`src/rtl/pipe_add_sub_pkg.sv`:
```
// Shared definitions for the pipelined add/sub datapath.
// Default geometry and operation-select encoding.
package pipe_add_sub_pkg;

    localparam int DefDataWidth = 64;
    localparam int DefStages    = 4;

    typedef enum logic {
        OpAdd = 1'b0,
        OpSub = 1'b1
    } opSel_e;

endpackage

```
`src/rtl/pipe_add_sub_if.sv`:
```
// Operand/result handshake bundle for pipe_add_sub.
// slave is the datapath view, master the producer/consumer view.
interface pipe_add_sub_if #(
    parameter int DATA_WIDTH = pipe_add_sub_pkg::DefDataWidth
);

    logic                  IN_VALID;
    logic                  IN_READY;
    logic [DATA_WIDTH-1:0] A;
    logic [DATA_WIDTH-1:0] B;
    logic                  SnA;
    logic                  OUT_VALID;
    logic                  OUT_READY;
    logic [DATA_WIDTH-1:0] Y;
    logic                  CO;
    logic                  OVF;
    logic                  ZERO;

    modport slave (
        input  IN_VALID, A, B, SnA, OUT_READY,
        output IN_READY, OUT_VALID, Y, CO, OVF, ZERO
    );

    modport master (
        output IN_VALID, A, B, SnA, OUT_READY,
        input  IN_READY, OUT_VALID, Y, CO, OVF, ZERO
    );

endinterface

```
`src/rtl/pipe_add_sub_slice.sv`:
```
// rc_add_slice: combinational SW-bit ripple-carry adder slice
// with carry-out and slice-is-zero flag.
module rc_add_slice #(
    parameter int SW = 16
) (
    input  logic [SW-1:0] aSlice,
    input  logic [SW-1:0] bSlice,
    input  logic          carryIn,
    output logic [SW-1:0] sumSlice,
    output logic          carryOut,
    output logic          sliceZero
);

    logic [SW:0] c;

    always_comb begin
        c        = '0;
        sumSlice = '0;
        c[0]     = carryIn;
        for (int i = 0; i < SW; i++) begin
            sumSlice[i] = aSlice[i] ^ bSlice[i] ^ c[i];
            c[i+1]      = (aSlice[i] & bSlice[i])
                        | (c[i] & (aSlice[i] ^ bSlice[i]));
        end
    end

    assign carryOut  = c[SW];
    assign sliceZero = (sumSlice == '0);

endmodule

```
`src/rtl/pipe_add_sub.sv`:
```
// pipe_add_sub: pipelined ripple-carry add/sub, one SW-bit slice
// per stage, valid/ready flow control, CO/OVF/ZERO flags.
module pipe_add_sub
    import pipe_add_sub_pkg::*;
#(
    parameter int DATA_WIDTH = DefDataWidth,
    parameter int STAGES     = DefStages
) (
    input  logic          CLK,
    input  logic          RST,
    pipe_add_sub_if.slave bus
);

    localparam int SW = DATA_WIDTH / STAGES;

    opSel_e op;

    assign op           = opSel_e'(bus.SnA);
    assign bus.IN_READY = gStage[0].rdy;

    for (genvar k = 0; k < STAGES; k++) begin : gStage
        localparam int InW  = DATA_WIDTH - k * SW;
        localparam int ResW = (k + 1) * SW;

        logic            validQ;
        logic            carryQ;
        logic            zeroQ;
        logic [ResW-1:0] resQ;
        logic [ResW-1:0] nextRes;
        logic            rdy;
        logic            upValid;
        logic            upCarry;
        logic            upZero;
        logic [InW-1:0]  upA;
        logic [InW-1:0]  upB;
        logic [SW-1:0]   sum;
        logic            sumCarry;
        logic            sumZero;

        // Operands shift down as slices are consumed; slice k is always at bit 0.
        if (k == 0) begin : gSrc
            assign upValid = bus.IN_VALID;
            assign upA     = bus.A;
            assign upB     = (op == OpSub) ? ~bus.B : bus.B;
            assign upCarry = (op == OpSub);
            assign upZero  = 1'b1;
            assign nextRes = sum;
        end else begin : gSrc
            assign upValid = gStage[k-1].validQ;
            assign upA     = gStage[k-1].gOps.aQ;
            assign upB     = gStage[k-1].gOps.bQ;
            assign upCarry = gStage[k-1].carryQ;
            assign upZero  = gStage[k-1].zeroQ;
            assign nextRes = {sum, gStage[k-1].resQ};
        end

        rc_add_slice #(
            .SW(SW)
        ) uSlice (
            .aSlice   (upA[SW-1:0]),
            .bSlice   (upB[SW-1:0]),
            .carryIn  (upCarry),
            .sumSlice (sum),
            .carryOut (sumCarry),
            .sliceZero(sumZero)
        );

        if (k == STAGES - 1) begin : gRdy
            assign rdy = !validQ | bus.OUT_READY;
        end else begin : gRdy
            assign rdy = !validQ | gStage[k+1].rdy;
        end

        always_ff @(posedge CLK or posedge RST) begin
            if (RST) begin
                validQ <= 1'b0;
                carryQ <= 1'b0;
                zeroQ  <= 1'b0;
                resQ   <= '0;
            end else if (rdy) begin
                validQ <= upValid;
                if (upValid) begin
                    carryQ <= sumCarry;
                    zeroQ  <= upZero & sumZero;
                    resQ   <= nextRes;
                end
            end
        end

        if (k < STAGES - 1) begin : gOps
            localparam int RemW = InW - SW;

            logic [RemW-1:0] aQ;
            logic [RemW-1:0] bQ;

            always_ff @(posedge CLK or posedge RST) begin
                if (RST) begin
                    aQ <= '0;
                    bQ <= '0;
                end else if (rdy && upValid) begin
                    aQ <= upA[InW-1:SW];
                    bQ <= upB[InW-1:SW];
                end
            end
        end else begin : gOut
            logic ovfQ;
            logic ovfNext;

            // Top slice holds the A and conditioned-B sign bits.
            assign ovfNext = (upA[SW-1] == upB[SW-1])
                           & (sum[SW-1] != upA[SW-1]);

            always_ff @(posedge CLK or posedge RST) begin
                if (RST) begin
                    ovfQ <= 1'b0;
                end else if (rdy && upValid) begin
                    ovfQ <= ovfNext;
                end
            end

            assign bus.OUT_VALID = validQ;
            assign bus.Y         = resQ;
            assign bus.CO        = carryQ;
            assign bus.OVF       = ovfQ;
            assign bus.ZERO      = zeroQ;
        end
    end

endmodule

```
`src/flat_wrapper.sv`:
```
// flat-port wrapper written by rule: the top's interface ports become plain ports
module pipe_add_sub_flat import pipe_add_sub_pkg::*;
#(
    parameter int DATA_WIDTH = DefDataWidth,
    parameter int STAGES     = DefStages
)
  (CLK, RST, bus_IN_VALID, bus_A, bus_B, bus_SnA, bus_OUT_READY, bus_IN_READY, bus_OUT_VALID, bus_Y, bus_CO, bus_OVF, bus_ZERO);
  pipe_add_sub_if #(.DATA_WIDTH(DATA_WIDTH)) bus_i ();
  input  logic CLK;
  input  logic RST;
  input wire logic [$bits(bus_i.IN_VALID)-1:0] bus_IN_VALID;
  input wire logic [$bits(bus_i.A)-1:0] bus_A;
  input wire logic [$bits(bus_i.B)-1:0] bus_B;
  input wire logic [$bits(bus_i.SnA)-1:0] bus_SnA;
  input wire logic [$bits(bus_i.OUT_READY)-1:0] bus_OUT_READY;
  output wire logic [$bits(bus_i.IN_READY)-1:0] bus_IN_READY;
  output wire logic [$bits(bus_i.OUT_VALID)-1:0] bus_OUT_VALID;
  output wire logic [$bits(bus_i.Y)-1:0] bus_Y;
  output wire logic [$bits(bus_i.CO)-1:0] bus_CO;
  output wire logic [$bits(bus_i.OVF)-1:0] bus_OVF;
  output wire logic [$bits(bus_i.ZERO)-1:0] bus_ZERO;
  assign bus_i.IN_VALID = bus_IN_VALID;
  assign bus_i.A = bus_A;
  assign bus_i.B = bus_B;
  assign bus_i.SnA = bus_SnA;
  assign bus_i.OUT_READY = bus_OUT_READY;
  assign bus_IN_READY = bus_i.IN_READY;
  assign bus_OUT_VALID = bus_i.OUT_VALID;
  assign bus_Y = bus_i.Y;
  assign bus_CO = bus_i.CO;
  assign bus_OVF = bus_i.OVF;
  assign bus_ZERO = bus_i.ZERO;
  pipe_add_sub #(.DATA_WIDTH(DATA_WIDTH), .STAGES(STAGES)) u_core (.CLK(CLK), .RST(RST), .bus(bus_i));
endmodule
```
`config.mk`:
```
export PLATFORM = sky130hd
export DESIGN_NAME = pipe_add_sub_flat
export DESIGN_NICKNAME = d
export VERILOG_FILES = /design/src/rtl/pipe_add_sub_pkg.sv /design/src/rtl/pipe_add_sub_if.sv /design/src/rtl/pipe_add_sub_slice.sv /design/src/rtl/pipe_add_sub.sv /design/src/flat_wrapper.sv
export SDC_FILE = /design/constraint.sdc
export NUM_CORES = 1
export LEC_CHECK = 0
export ABC_AREA = 0
export CAP_MARGIN = 20
export CORE_AREA = 8 8 208 210
export CTS_BUF_LIST = sky130_fd_sc_hd__clkbuf_4
export CTS_CLUSTER_DIAMETER = 80
export DETAILED_ROUTE_END_ITERATION = 6
export DIE_AREA = 0 0 216 218
export PLACE_DENSITY = 0.64
export SYNTH_ARGS = -nofsm -noshare
export SYNTH_HDL_FRONTEND = slang
export SYNTH_SLANG_ARGS = --single-unit
```
`constraint.sdc`:
```
create_clock -name CLK -period 23.4 [get_ports CLK]
set_clock_uncertainty 0.2 [all_clocks]
set_input_delay 2.34 -clock CLK [delete_from_list [all_inputs] [get_ports CLK]]
set_output_delay 2.34 -clock CLK [all_outputs]
set_load 0.01 [all_outputs]
```
# Word-level counts from Yosys, hierarchy flattened
# Cells that the tools add are included.
dict set report classes {
  bitwise 329
  reduce_logical 16
  div_mod_pow 0
  addsub 0
  muxes 1
  multipliers 0
  eq_ne 2
  shift 0
  n_lt_le_gt_ge 0
}
# cell count
set ops {}
lappend ops {{AND 1 bit} 132}
lappend ops {{bitwise XOR 1 bit} 128}
lappend ops {{OR 1 bit} 68}
lappend ops {{zero test 16 bit} 4}
lappend ops {{2-to-1 mux 64 bit} 1}
lappend ops {{inverter 64 bit} 1}
lappend ops {{AND reduction 2 bit} 4}
lappend ops {{logical AND 1 bit} 4}
lappend ops {{zero test 1 bit} 4}
lappend ops {{equality test 1 bit} 1}
lappend ops {{inequality test 1 bit} 1}
dict set report word_totals {
  rom_bits 0
  memories 0
  latch_bits 0
  in_bits 133
  ram_bits 0
  register_bits 365
}

# Depth between registers and ports, before layout
# Gate-level depths: netlist of the first run.
dict set report logic_depth {
  word_depth 35
  depth_mapped 25
  ltp_nobuf 22
}

# Cells and area by module
# From an unflattened synthesis of the first run, not the netlist that was laid out.
dict set report unflattened {
  cells_unflattened 1000
  area_unflattened_um2 16074.2
}
# module instances area_each_um2 cells_each seq_area_each_um2
set by_module_without_submodules {}
lappend by_module_without_submodules {pipe_add_sub 1 14377.5 856 9133.8}
lappend by_module_without_submodules {rc_add_slice 4 424.2 36 0.0}

# Least setup slack after synthesis of the first run
# Ideal clock, no wire load.
dict set report synth_path {
  path_kind {input -> register}
  from {in bus_SnA}
  to {reg u_core.gStage[0].zeroQ}
  setup_ns 0.078
  arrival_ns 9.622
  setup_slack_ns 13.500
  stages 25
  cell_sequence {buf_2 buf_2 buf_2 xnor2_1 fa_1 fa_1 fa_1 fa_1 fa_1 fa_1 fa_1 fa_1 fa_1 fa_1 fa_1 fa_1 inv_1 fa_1 inv_1 fa_1 inv_1 fa_1 nand4b_1 or4_1 o2bb2ai_1}
}
dict set report synth_between {
  elab_chain_len 34
  word_cells_on_any_way 79
  classes_between {mux: 1; bitwise: 77; reduce/logical: 1}
}
# element line_no
set synth_lines {}
lappend synth_lines {{start: declaration} flat_wrapper.sv:14} ;# input wire logic [$bits(bus_i.SnA)-1:0] bus_SnA;
lappend synth_lines {{2-to-1 mux 64 bit} pipe_add_sub.sv:44} ;# assign upB = (op == OpSub) ? ~bus.B : bus.B;
lappend synth_lines {{bitwise XOR 1 bit} pipe_add_sub_slice.sv:23} ;# | (c[i] & (aSlice[i] ^ bSlice[i]));
lappend synth_lines {{AND 1 bit} pipe_add_sub_slice.sv:23}
lappend synth_lines {{OR 1 bit} pipe_add_sub_slice.sv:23}
lappend synth_lines {{AND 1 bit} pipe_add_sub_slice.sv:23}
lappend synth_lines {{OR 1 bit} pipe_add_sub_slice.sv:23}
lappend synth_lines {{AND 1 bit} pipe_add_sub_slice.sv:23}
lappend synth_lines {{OR 1 bit} pipe_add_sub_slice.sv:23}
lappend synth_lines {{[... 19 more ...]} n/a}
lappend synth_lines {{OR 1 bit} pipe_add_sub_slice.sv:23}
lappend synth_lines {{AND 1 bit} pipe_add_sub_slice.sv:23}
lappend synth_lines {{OR 1 bit} pipe_add_sub_slice.sv:23}
lappend synth_lines {{AND 1 bit} pipe_add_sub_slice.sv:23}
lappend synth_lines {{OR 1 bit} pipe_add_sub_slice.sv:23}
lappend synth_lines {{bitwise XOR 1 bit (*)} pipe_add_sub_slice.sv:21} ;# sumSlice[i] = aSlice[i] ^ bSlice[i] ^ c[i];
lappend synth_lines {{net u_core.gStage[0].nextRes[15]} pipe_add_sub.sv:29} ;# logic [ResW-1:0] nextRes;
lappend synth_lines {{zero test 16 bit (*)} pipe_add_sub_slice.sv:28} ;# assign sliceZero = (sumSlice == '0);
lappend synth_lines {{end signal: assignment} pipe_add_sub.sv:84} ;# zeroQ <= upZero & sumZero;
lappend synth_lines {{end: declaration} pipe_add_sub.sv:27} ;# logic zeroQ;
# Mark *: on every way through the listed nets, which the timed path passes. The rest lies on a longest branch.
# A chain may end at the register's enable or synchronous reset.

# Worst setup path after layout of the first run
dict set report layout_path {
  from {in bus_B[0]}
  to {reg u_core.gStage[0].zeroQ}
}
dict set report layout_between {
  elab_chain_len 35
  word_cells_on_any_way 51
  classes_between {mux: 1; bitwise: 49; reduce/logical: 1}
}
# element line_no
set layout_lines {}
lappend layout_lines {{start: declaration} flat_wrapper.sv:13} ;# input wire logic [$bits(bus_i.B)-1:0] bus_B;
lappend layout_lines {{inverter 64 bit} pipe_add_sub.sv:44}
lappend layout_lines {{2-to-1 mux 64 bit (*)} pipe_add_sub.sv:44}
lappend layout_lines {{bitwise XOR 1 bit} pipe_add_sub_slice.sv:23}
lappend layout_lines {{AND 1 bit} pipe_add_sub_slice.sv:23}
lappend layout_lines {{OR 1 bit (*)} pipe_add_sub_slice.sv:23}
lappend layout_lines {{AND 1 bit (*)} pipe_add_sub_slice.sv:23}
lappend layout_lines {{OR 1 bit (*)} pipe_add_sub_slice.sv:23}
lappend layout_lines {{AND 1 bit (*)} pipe_add_sub_slice.sv:23}
lappend layout_lines {{[... 20 more ...]} n/a}
lappend layout_lines {{OR 1 bit (*)} pipe_add_sub_slice.sv:23}
lappend layout_lines {{AND 1 bit (*)} pipe_add_sub_slice.sv:23}
lappend layout_lines {{OR 1 bit (*)} pipe_add_sub_slice.sv:23}
lappend layout_lines {{AND 1 bit (*)} pipe_add_sub_slice.sv:23}
lappend layout_lines {{OR 1 bit (*)} pipe_add_sub_slice.sv:23}
lappend layout_lines {{bitwise XOR 1 bit (*)} pipe_add_sub_slice.sv:21}
lappend layout_lines {{net u_core.gStage[0].nextRes[15]} pipe_add_sub.sv:29}
lappend layout_lines {{zero test 16 bit (*)} pipe_add_sub_slice.sv:28}
# Marks and branches as above.

==> results of run 1 <==
metrics by stage:
step	util	setup slack (ns)	cell area, sq um
after CTS	0.485	14.29	19500
final	0.486	14.20	19500
after global routing	0.486	14.00	19500
after global placement	0.455	13.61	18300
after floorplan	-	10.73	15800
after detailed placement	0.455	13.42	18300
placed cells by master, fill, tap and decap left out, types with 3 or more instances in the layout:
cell type          n
clkbuf_4         146
nand2b_1           4
xor2_1            48
xnor2_1           17
mux2_2           303
nor4_1             6
fa_1              63
dfrtp_1          365
mux2i_1           18
clkinv_1          13
nand4_1            7
inv_1             53
a21oi_1            7
o2bb2ai_1          5
nand3_1           10
nand2_1            3
clkdlybuf4s50_1  200
buf_4              7
o21ai_0           40
mux2_4             7
nor2_1             3
cell usage after synthesis (all sizes together) (4+ instances only):
| master | n | area (sq um) |
|---|---|---|
| nand3 | 10 | 50.1 |
| fa | 63 | 1260 |
| nand2b | 4 | 25.0 |
| mux2 | 310 | 3520 |
| dfrtp | 365 | 9130 |
| buf | 44 | 284 |
| inv | 54 | 203 |
| a21oi | 7 | 35.0 |
| xor2 | 48 | 420 |
| nor2 | 4 | 17.5 |
| o2bb2ai | 5 | 43.8 |
| mux2i | 18 | 180 |
| o21ai | 41 | 209 |
| nand2 | 5 | 18.8 |
| nor4 | 6 | 37.5 |
| nand4 | 7 | 43.8 |
| clkbuf | 9 | 33.8 |
| xnor2 | 17 | 149 |
worst max-delay path: stages:
cell             delay, ns
clkdlybuf4s50_1       0.51
mux2i_1               0.12
fa_1                  0.42
fa_1                  0.40
fa_1                  0.39
fa_1                  0.42
fa_1                  0.40
fa_1                  0.39
fa_1                  0.39
fa_1                  0.39
fa_1                  0.39
fa_1                  0.38
fa_1                  0.39
fa_1                  0.37
inv_1                 0.07
fa_1                  0.16
inv_1                 0.05
fa_1                  0.35
inv_1                 0.08
fa_1                  0.43
nand4b_1              0.18
or4_1                 0.52
o2bb2ai_1             0.15
flip-flops by register name (all words and copies together) (netlist names):
register               count
u_core.bus.Y              64
u_core.bus.CO              1
u_core.bus.OVF             1
u_core.bus.OUT_VALID       1
u_core.bus.ZERO            1
u_core.gStage.zeroQ        3
u_core.gStage.gOps.bQ     96
u_core.gStage.validQ       3
u_core.gStage.carryQ       3
u_core.gStage.resQ        96
u_core.gStage.gOps.aQ     96
power by group through the flow:
stage	combinational, uW	clock (uW)	sequential, uW
finish	755	557	993
CTS	773	582	998
detailed placement	770	0	1010
global placement	752	0	1000
global route	836	617	1030
floorplan	457	0	992
cells by family after synthesis:
kind of cell,after synthesis,synth area share
flip-flops,365,0.578
AND/OR/NAND/NOR,49,0.0190
adder cells (fa/ha/maj),64,0.0805
multiplexers,328,0.234
XOR/XNOR,65,0.0360
buffers and inverters,107,0.0329
AO/OA/AOI/OAI,57,0.0203
worst paths after layout:
| path | depth (start not counted) | endpoint | startpoint |
|---|---|---|---|
| max | 23 | u_core.gStage[0].zeroQ | bus_B[0] |
| min | 1 | u_core.bus.Y[43] | u_core.gStage[2].resQ[43] |
| max reg2reg | 22 | u_core.gStage[2].zeroQ | u_core.gStage[1].gOps.bQ[0] |
| min reg2reg | 1 | u_core.bus.Y[43] | u_core.gStage[2].resQ[43] |
| max in group asynchronous | 3 | u_core.gStage[0].gOps.aQ[27] | RST |
| min in group asynchronous | 2 | u_core.bus.Y[5] | RST |
area by class of cell:
type                            count  area (sq um)
Multi-Input combinational cell    563          6190
Inverter                           54           210
Sequential cell                   365          9130
Timing Repair Buffer              209          2100
Fill cell                        3616         20700
Clock inverter                     18           126
Tap cell                          532           666
Antenna cell                        2          5.00
Clock buffer                      146          1100
layer usage:
| layer | vias to the layer above | GRT usage |
|---|---|---|
| li1 | 4119 | - |
| met1 | 4727 | 0.185 |
| met2 | 191 | 0.251 |
| met3 | 81 | 0.0429 |
| met4 | 4 | 0.0564 |
| met5 | - | 0 |
==> impl_metrics.py, run 1 <==
metrics = {
    "sta": {
        "period_share": 0.393,
        "maxClockFrequency_mhz": 109,
        "worst_slew_pin_slew_ns": 1.02,
        "finalHoldViolCount": 0,
        "worst_slew_margin_rel": 0.318,
        "holdWs_ns": 0.252,
        "rsz_0062_raised_after_global_routing": "no",
        "timing_max_transition_violations_final": 0,
        "finalSetupTns_ns": 0,
        "setup_violations": 0,
        "fin_crit_ns": 9.20,
    },
    "detailed_routing": {
        "drt_pass1_iterations": 4,
        "drc": 0,
        "iteration_0_drc_count_of_the_detailed_router": 361,
        "route.final.wire_length_microns": 34500,
        "highest-signal-layer": "met5",
        "drtAntennaViolNets": 0,
        "met2WireLength_microns": 17200,
        "wire_length_on_met1_microns": 14700,
        "via_density": 4.83,
        "detail_route.wl_per_cell_microns": 18.2,
        "met3RoutedLength_microns": 1670,
        "via_count": 9122,
    },
    "clock_network": {
        "tritoncts": "built",
        "clock-root-buffer": "clkbuf_4",
        "cts-buffers-inserted": 97,
        "clk_transition_reported_paths_ns": 0.06,
        "cts_hold_buffers": 0,
        "post_cts.repair.setup_buffers": 0,
        "cts_buffer_depth": 3,
        "post_cts_resized": 0,
        "insertion_delay_ns": 0.78,
        "cts_htree_levels": 3,
        "cts.sinks": 365,
    },
    "yosys": {
        "synth_enable_flop_cells": 0,
        "synthesis.area_sq_um": 15800,
        "syn-mean-instance-area_sq_um": 15.3,
        "syn_nets": 1232,
        "post_synth_num_cell_types": 40,
        "postSynth.topFlopCell": "dfrtp_1",
        "yosysSeqAreaShare": 0.578,
        "ys_async_sr_fraction": 1.00,
        "number_of_synthesized_register_bits": 365,
        "netlist_instances": 1035,
        "synth_warnings": 0,
    },
    "power": {
        "net-switching-power_uw": 706,
        "clockPowerShare": 0.242,
        "comb_power_share": 0.327,
        "netSwitchingFraction": 0.306,
        "peakVddDrop_mv": 0.0378,
        "intPower_uw": 1600,
        "power_density_nw_per_um2": 118,
        "seqPwrFrac": 0.431,
        "static_leakage_uw": 0.00838,
        "total_power_uw": 2300,
    },
    "finish": {
        "final-instance-count-excl-fill": 1889,
        "design.final.nets": 1487,
        "growth_of_design_area_from_synthesis_to_finish_pct": 23.5,
        "final_layout_size_suffix_gt1_frac": 0.353,
    },
    "floorplan": {
        "chip_width_microns": 216,
        "start_util": 0.394,
        "pin_count": 202,
        "die-height_microns": 218,
        "std_cell_rows": 74,
        "core_region_area_sq_um": 40200,
        "die_area_sq_um": 47100,
    },
    "setup_path": {
        "r2r_slack_ns": 14.91,
        "critical_path_launch_point_type": "input port",
        "arrival_ns": 9.69,
        "endpoint_kind": "flip-flop",
        "timing.critical_path.required_ns": 23.89,
        "timing_worst_setup_path_type": "input port to flip-flop",
        "crit_fanout": 2,
    },
    "grt": {
        "globalRoute.totalOverflow": 0,
        "first_global_vias": 10400,
        "grt_antenna_before_repair": 4,
        "maximum_number_of_pins_on_one_net_before_global_route_repair": 163,
        "groute.usage.overall": 0.151,
        "grt_pass1_wl_microns": 56700,
    },
    "place": {
        "dpl.cell_count": 1722,
        "hpwlAfterDp_microns": 23200,
        "routabilityCongestion": 0.754,
        "io_buffers": 201,
    },
    "flow_run": {
        "max_cap_check_violation_count": 0,
    },
    "run_status": {
        "status": "finished clean",
    },
    "hold_path": {
        "min-delay-path-class": "flip-flop to flip-flop",
    },
}
Power figures use the tool's default switching activity.
==> run 2: changes to the inputs <==
==> constraint.sdc (replaced) <==
create_clock -name CLK -period 8.5 [get_ports CLK]
set_clock_uncertainty 0.2 [all_clocks]
set_input_delay 0.85 -clock CLK [delete_from_list [all_inputs] [get_ports CLK]]
set_output_delay 0.85 -clock CLK [all_outputs]
set_load 0.01 [all_outputs]
==> impl_metrics.py, run 2 (synthesis results as in run 1) <==
metrics = {
    "sta": {
        "maxClockFrequency_mhz": 123,
        "setup_violations": 0,
        "period_share": 0.959,
        "worst_slew_pin_slew_ns": 1.10,
        "finalSetupTns_ns": 0,
        "fin_crit_ns": 8.15,
        "worst_slew_margin_rel": 0.264,
        "rsz_0062_raised_after_global_routing": "no",
        "finalHoldViolCount": 0,
        "timing_max_transition_violations_final": 0,
        "layout_setup_ws_ns": 0.348,
    },
    "clock_network": {
        "clk_transition_reported_paths_ns": 0.06,
        "tritoncts": "built",
        "cts-buffers-inserted": 100,
        "cts_hold_buffers": 0,
        "cts_htree_levels": 3,
        "cts.sinks": 365,
        "clock-root-buffer": "clkbuf_4",
        "cts_buffer_depth": 3,
        "post_cts.repair.setup_buffers": 0,
        "insertion_delay_ns": 0.75,
    },
    "power": {
        "peakVddDrop_mv": 0.141,
        "total_power_uw": 6460,
        "static_leakage_uw": 0.00843,
        "power_density_nw_per_um2": 329,
    },
    "detailed_routing": {
        "detail_route.wl_per_cell_microns": 18.5,
        "via_count": 9053,
        "route.final.wire_length_microns": 35200,
        "iteration_0_drc_count_of_the_detailed_router": 366,
        "drt_pass1_iterations": 6,
        "drtAntennaViolNets": 0,
        "drc": 0,
        "via_density": 4.75,
    },
    "setup_path": {
        "arrival_ns": 8.56,
        "timing.critical_path.required_ns": 8.91,
        "count_of_cells_along_the_worst_register_to_register_path": 22,
        "timing_worst_setup_path_type": "flip-flop to flip-flop",
        "endpoint_kind": "flip-flop",
        "critical_path_launch_point_type": "flip-flop",
        "crit_fanout": 2,
    },
    "finish": {
        "layout.filler_cells": 3567,
        "most-common-layout-cells": "dfrtp_1 (365), mux2_2 (303), clkdlybuf4s50_1 (200)",
        "layout_top_registers": "u_core.gStage.gOps.aQ x96, u_core.gStage.gOps.bQ x96, u_core.gStage.resQ x96",
        "final_common_cell": "dfrtp_1",
        "growth_of_design_area_from_synthesis_to_finish_pct": 24.2,
        "final_layout_size_suffix_gt1_frac": 0.366,
        "design.final.nets": 1490,
    },
    "place": {
        "routabilityCongestion": 0.769,
        "hpwlAfterDp_microns": 23600,
        "pre_cts_slack_ns": 0.115,
        "io_buffers": 201,
    },
    "floorplan": {
        "std_cell_rows": 74,
        "die_area_sq_um": 47100,
        "core_region_area_sq_um": 40200,
        "die-height_microns": 218,
        "start_util": 0.394,
        "pin_count": 202,
        "chip_width_microns": 216,
    },
    "grt": {
        "grt_pass1_wl_microns": 56400,
        "busiest_layer": "met2",
        "globalRoute.totalOverflow": 0,
        "grt_antenna_before_repair": 3,
        "maximum_number_of_pins_on_one_net_before_global_route_repair": 183,
        "grt_use_met1": 0.189,
        "globalRouteMet2Util": 0.245,
        "first_global_vias": 10200,
        "groute.layer.met3.usage": 0.0420,
        "groute.usage.overall": 0.151,
    },
    "flow_run": {
        "max_cap_check_violation_count": 0,
    },
    "hold_path": {
        "min-delay-path-class": "input port to asynchronous set/reset pin",
    },
    "run_status": {
        "status": "finished clean",
    },
}
[run 2: changes by cell type in the layout (fill, tap and decap cells not counted)]
cell	before	now
clkinv_1	13	17
buf_12	1	2
fa_2	0	10
clkinv_4	1	0
nor4b_2	0	1
clkinv_2	1	4
clkbuf_4	146	156
inv_8	1	0
buf_16	1	0
fa_1	63	53
clkinvlp_4	0	2
nor4b_1	2	1
[run 2: cell type report]
type / instances / area, sq um / area share
repair buffers: 209 / 2090 / 0.107
diodes: 2 / 5.00 / 0.000255
well taps: 532 / 666 / 0.0339
clock buffers: 156 / 1170 / 0.0596
flip-flops and latches: 365 / 9130 / 0.465
multi-input cells: 563 / 6220 / 0.316
inverters: 54 / 206 / 0.0105
clock inverters: 25 / 155 / 0.00790
[run 2: timing repair]
item,in CTS,in global routing
hold endpoints to repair,0,0
endpoints found under the setup margin,0,4
resized for setup,0,11
[run 2: report_power, final]
part           switching [uW]  total (uW)  internal [uW]
Clock                     724        1620            891
Combinational             892        2110           1210
Sequential                371        2740           2370
[run 2: path summary, 6_finish.rpt]
kind / from / to / slack [ns]
min: RST / u_core.bus.Y[8] / 0.21
max in group asynchronous: RST / u_core.bus.Y[41] / 5.88
max: u_core.gStage[0].gOps.bQ[0] / u_core.gStage[1].zeroQ / 0.35
min in group CLK: u_core.gStage[2].resQ[17] / u_core.bus.Y[17] / 0.28
min reg2reg: u_core.gStage[2].resQ[17] / u_core.bus.Y[17] / 0.28
max reg2reg: u_core.gStage[0].gOps.bQ[0] / u_core.gStage[1].zeroQ / 0.35
[run 2: critical path, stage by stage, from the launching register on]
cell	delay [ns]
dfrtp_1	0.40
fa_1	0.45
fa_1	0.46
fa_1	0.46
fa_1	0.46
fa_2	0.41
fa_1	0.45
fa_1	0.46
fa_1	0.47
fa_2	0.42
fa_1	0.45
fa_1	0.46
fa_1	0.42
inv_1	0.09
fa_1	0.16
inv_1	0.05
fa_1	0.47
fa_1	0.43
inv_1	0.09
fa_1	0.40
and4b_1	0.19
nand4_1	0.08
o2bb2ai_1	0.08
[run 2: per-layer routing]
metal | routed length [microns] | vias to the layer above
li1 | - | 4140
met1 | 15300 | 4640
met2 | 17100 | 211
met3 | 1950 | 60
met4 | 921 | 2
met5 | 10 | -
[run 2: metrics by stage]
step	hold slack, ns	area, sq um	util	std cells
2_1_floorplan	0.249	15800	-	1035
3_3_place_gp	0.274	18300	0.455	1723
3_5_place_dp	0.287	18300	0.455	1723
4_1_cts	0.0847	19600	0.488	1904
5_1_grt	0.159	19600	0.489	1906
6_report	0.209	19600	0.489	1906
==> run 3: changes to the inputs <==
--- a/config.mk
+++ b/config.mk
@@ -10,6 +10,7 @@
 export CORE_AREA = 8 8 208 210
 export CTS_BUF_LIST = sky130_fd_sc_hd__clkbuf_4
 export CTS_CLUSTER_DIAMETER = 80
+export CTS_CLUSTER_SIZE = 8
 export DETAILED_ROUTE_END_ITERATION = 6
 export DIE_AREA = 0 0 216 218
 export PLACE_DENSITY = 0.64
==> impl_metrics.py, run 3 (synthesis results as in run 1) <==
metrics = {
    "run_status": {
        "status": "finished clean",
    },
    "hold_path": {
        "min-delay-path-class": "input port to asynchronous set/reset pin",
    },
    "floorplan": {
        "core_region_area_sq_um": 40200,
        "pin_count": 202,
        "std_cell_rows": 74,
        "start_util": 0.394,
        "chip_width_microns": 216,
        "die_area_sq_um": 47100,
        "die-height_microns": 218,
    },
    "sta": {
        "finalHoldViolCount": 0,
        "period_share": 0.960,
        "maxClockFrequency_mhz": 122,
        "layout_setup_ws_ns": 0.336,
        "worst_slew_margin_rel": 0.281,
        "rsz_0062_raised_after_global_routing": "no",
        "worst_slew_pin_slew_ns": 1.08,
        "fin_crit_ns": 8.16,
        "setup_violations": 0,
        "timing_max_transition_violations_final": 0,
        "finalSetupTns_ns": 0,
    },
    "finish": {
        "finish.instance_area_sq_um": 18700,
        "most-common-layout-cells": "dfrtp_1 (365), mux2_2 (303), clkdlybuf4s50_1 (200)",
        "final_common_cell": "dfrtp_1",
        "layout_top_registers": "u_core.gStage.gOps.aQ x96, u_core.gStage.gOps.bQ x96, u_core.gStage.resQ x96",
        "final_layout_size_suffix_gt1_frac": 0.313,
        "growth_of_design_area_from_synthesis_to_finish_pct": 18.4,
        "final-instance-count-excl-fill": 1779,
        "design.final.nets": 1441,
    },
    "grt": {
        "globalRoute.totalOverflow": 0,
        "first_global_vias": 9629,
        "grt_pass1_wl_microns": 55100,
        "maximum_number_of_pins_on_one_net_before_global_route_repair": 183,
        "groute.usage.overall": 0.148,
        "grt_antenna_before_repair": 3,
    },
    "setup_path": {
        "critical_path_launch_point_type": "flip-flop",
        "arrival_ns": 8.62,
        "timing_worst_setup_path_type": "flip-flop to flip-flop",
        "crit_fanout": 2,
        "timing.critical_path.required_ns": 8.95,
        "endpoint_kind": "flip-flop",
    },
    "power": {
        "clockPowerShare": 0.149,
        "intPower_uw": 3860,
        "netSwitchingFraction": 0.320,
        "comb_power_share": 0.369,
        "seqPwrFrac": 0.481,
        "net-switching-power_uw": 1820,
        "total_power_uw": 5680,
        "static_leakage_uw": 0.00789,
        "peakVddDrop_mv": 0.122,
        "power_density_nw_per_um2": 303,
    },
    "clock_network": {
        "post_cts_resized": 0,
        "cts_hold_buffers": 0,
        "clk_transition_reported_paths_ns": 0.11,
        "insertion_delay_ns": 0.76,
        "cts_htree_levels": 2,
        "clock-root-buffer": "clkbuf_4",
        "cts-buffers-inserted": 51,
        "cts_buffer_depth": 3,
        "tritoncts": "built",
        "post_cts.repair.setup_buffers": 0,
        "cts.sinks": 365,
    },
    "detailed_routing": {
        "via_count": 8671,
        "drtAntennaViolNets": 0,
        "drc": 0,
        "route.final.wire_length_microns": 34500,
        "drt_pass1_iterations": 4,
        "iteration_0_drc_count_of_the_detailed_router": 365,
        "detail_route.wl_per_cell_microns": 19.4,
        "via_density": 4.87,
    },
    "place": {
        "dpl.cell_count": 1723,
        "io_buffers": 201,
        "placedInstanceArea_sq_um": 18300,
        "pre_cts_slack_ns": 0.115,
        "hpwlAfterDp_microns": 23600,
        "routabilityCongestion": 0.769,
    },
    "flow_run": {
        "max_cap_check_violation_count": 0,
    },
}
-- run 3: changes by cell type in the layout (fill, tap and decap cells not counted) --
| cell | previous run | this run |
|---|---|---|
| bufinv_16 | 2 | 0 |
| clkbuf_4 | 156 | 53 |
| clkinv_1 | 17 | 0 |
| clkinv_2 | 4 | 1 |
| clkinvlp_4 | 2 | 1 |
| fa_1 | 53 | 55 |
| fa_2 | 10 | 8 |
| inv_2 | 1 | 0 |
-- run 3: per-layer routing --
metal | track usage | routed length (microns)
met1 | 0.190 | 15200
met4 | 0.0442 | 792
met3 | 0.0377 | 1540
met5 | 0 | 10
met2 | 0.245 | 16900
-- run 3: area by class of cell --
type                       instances  area (sq um)
timing repair buffer             209          2090
tap                              532           666
inverter                          54           206
clock inverter                     1          5.00
fill                            3608         21500
clock buffer                      53           398
sequential                       365          9130
antenna                            2          5.00
multi-input combinational        563          6210
-- run 3: worst max-delay path: stages, from the launching register on --
cell and delay (ns):
dfrtp_1 0.41, fa_1 0.45, fa_1 0.46, fa_1 0.46, fa_1 0.46, fa_1 0.46
fa_1 0.46, fa_1 0.46, fa_1 0.47, fa_2 0.42, fa_1 0.45, fa_1 0.46
fa_1 0.42, inv_1 0.09, fa_1 0.16, inv_1 0.05, fa_1 0.47, fa_1 0.43
inv_1 0.09, fa_1 0.40, and4b_1 0.19, nand4_1 0.08, o2bb2ai_1 0.08
-- run 3: path summary, 6_finish.rpt --
| check | from | end | slack, ns | cells after the start |
|---|---|---|---|---|
| min | RST | u_core.bus.Y[12] | 0.19 | 2 |
| max | u_core.gStage[0].gOps.bQ[0] | u_core.gStage[1].zeroQ | 0.34 | 22 |
| max reg2reg | u_core.gStage[0].gOps.bQ[0] | u_core.gStage[1].zeroQ | 0.34 | 22 |
| min in group CLK | u_core.gStage[0].resQ[0] | u_core.gStage[0].resQ[0] | 0.30 | 1 |
| max in group asynchronous | RST | u_core.bus.Y[36] | 5.89 | 4 |
| min reg2reg | u_core.gStage[0].resQ[0] | u_core.gStage[0].resQ[0] | 0.30 | 1 |
-- run 3: through the flow --
step,utilization,hold slack [ns]
after global routing,0.466,0.0976
after global placement,0.455,0.274
after CTS,0.465,0.0687
after detailed placement,0.455,0.287
final,0.466,0.189
after floorplan,-,0.249
-- run 3: power by group through the flow --
stage          Sequential (uW)  Clock, uW  Combinational (uW)
6_report                  2730        847                2100
3_5_place_dp              2780          0                2120
2_1_floorplan             2730          0                1260
3_3_place_gp              2770          0                2080
4_1_cts                   2750        909                2130
5_1_grt                   2820        976                2310
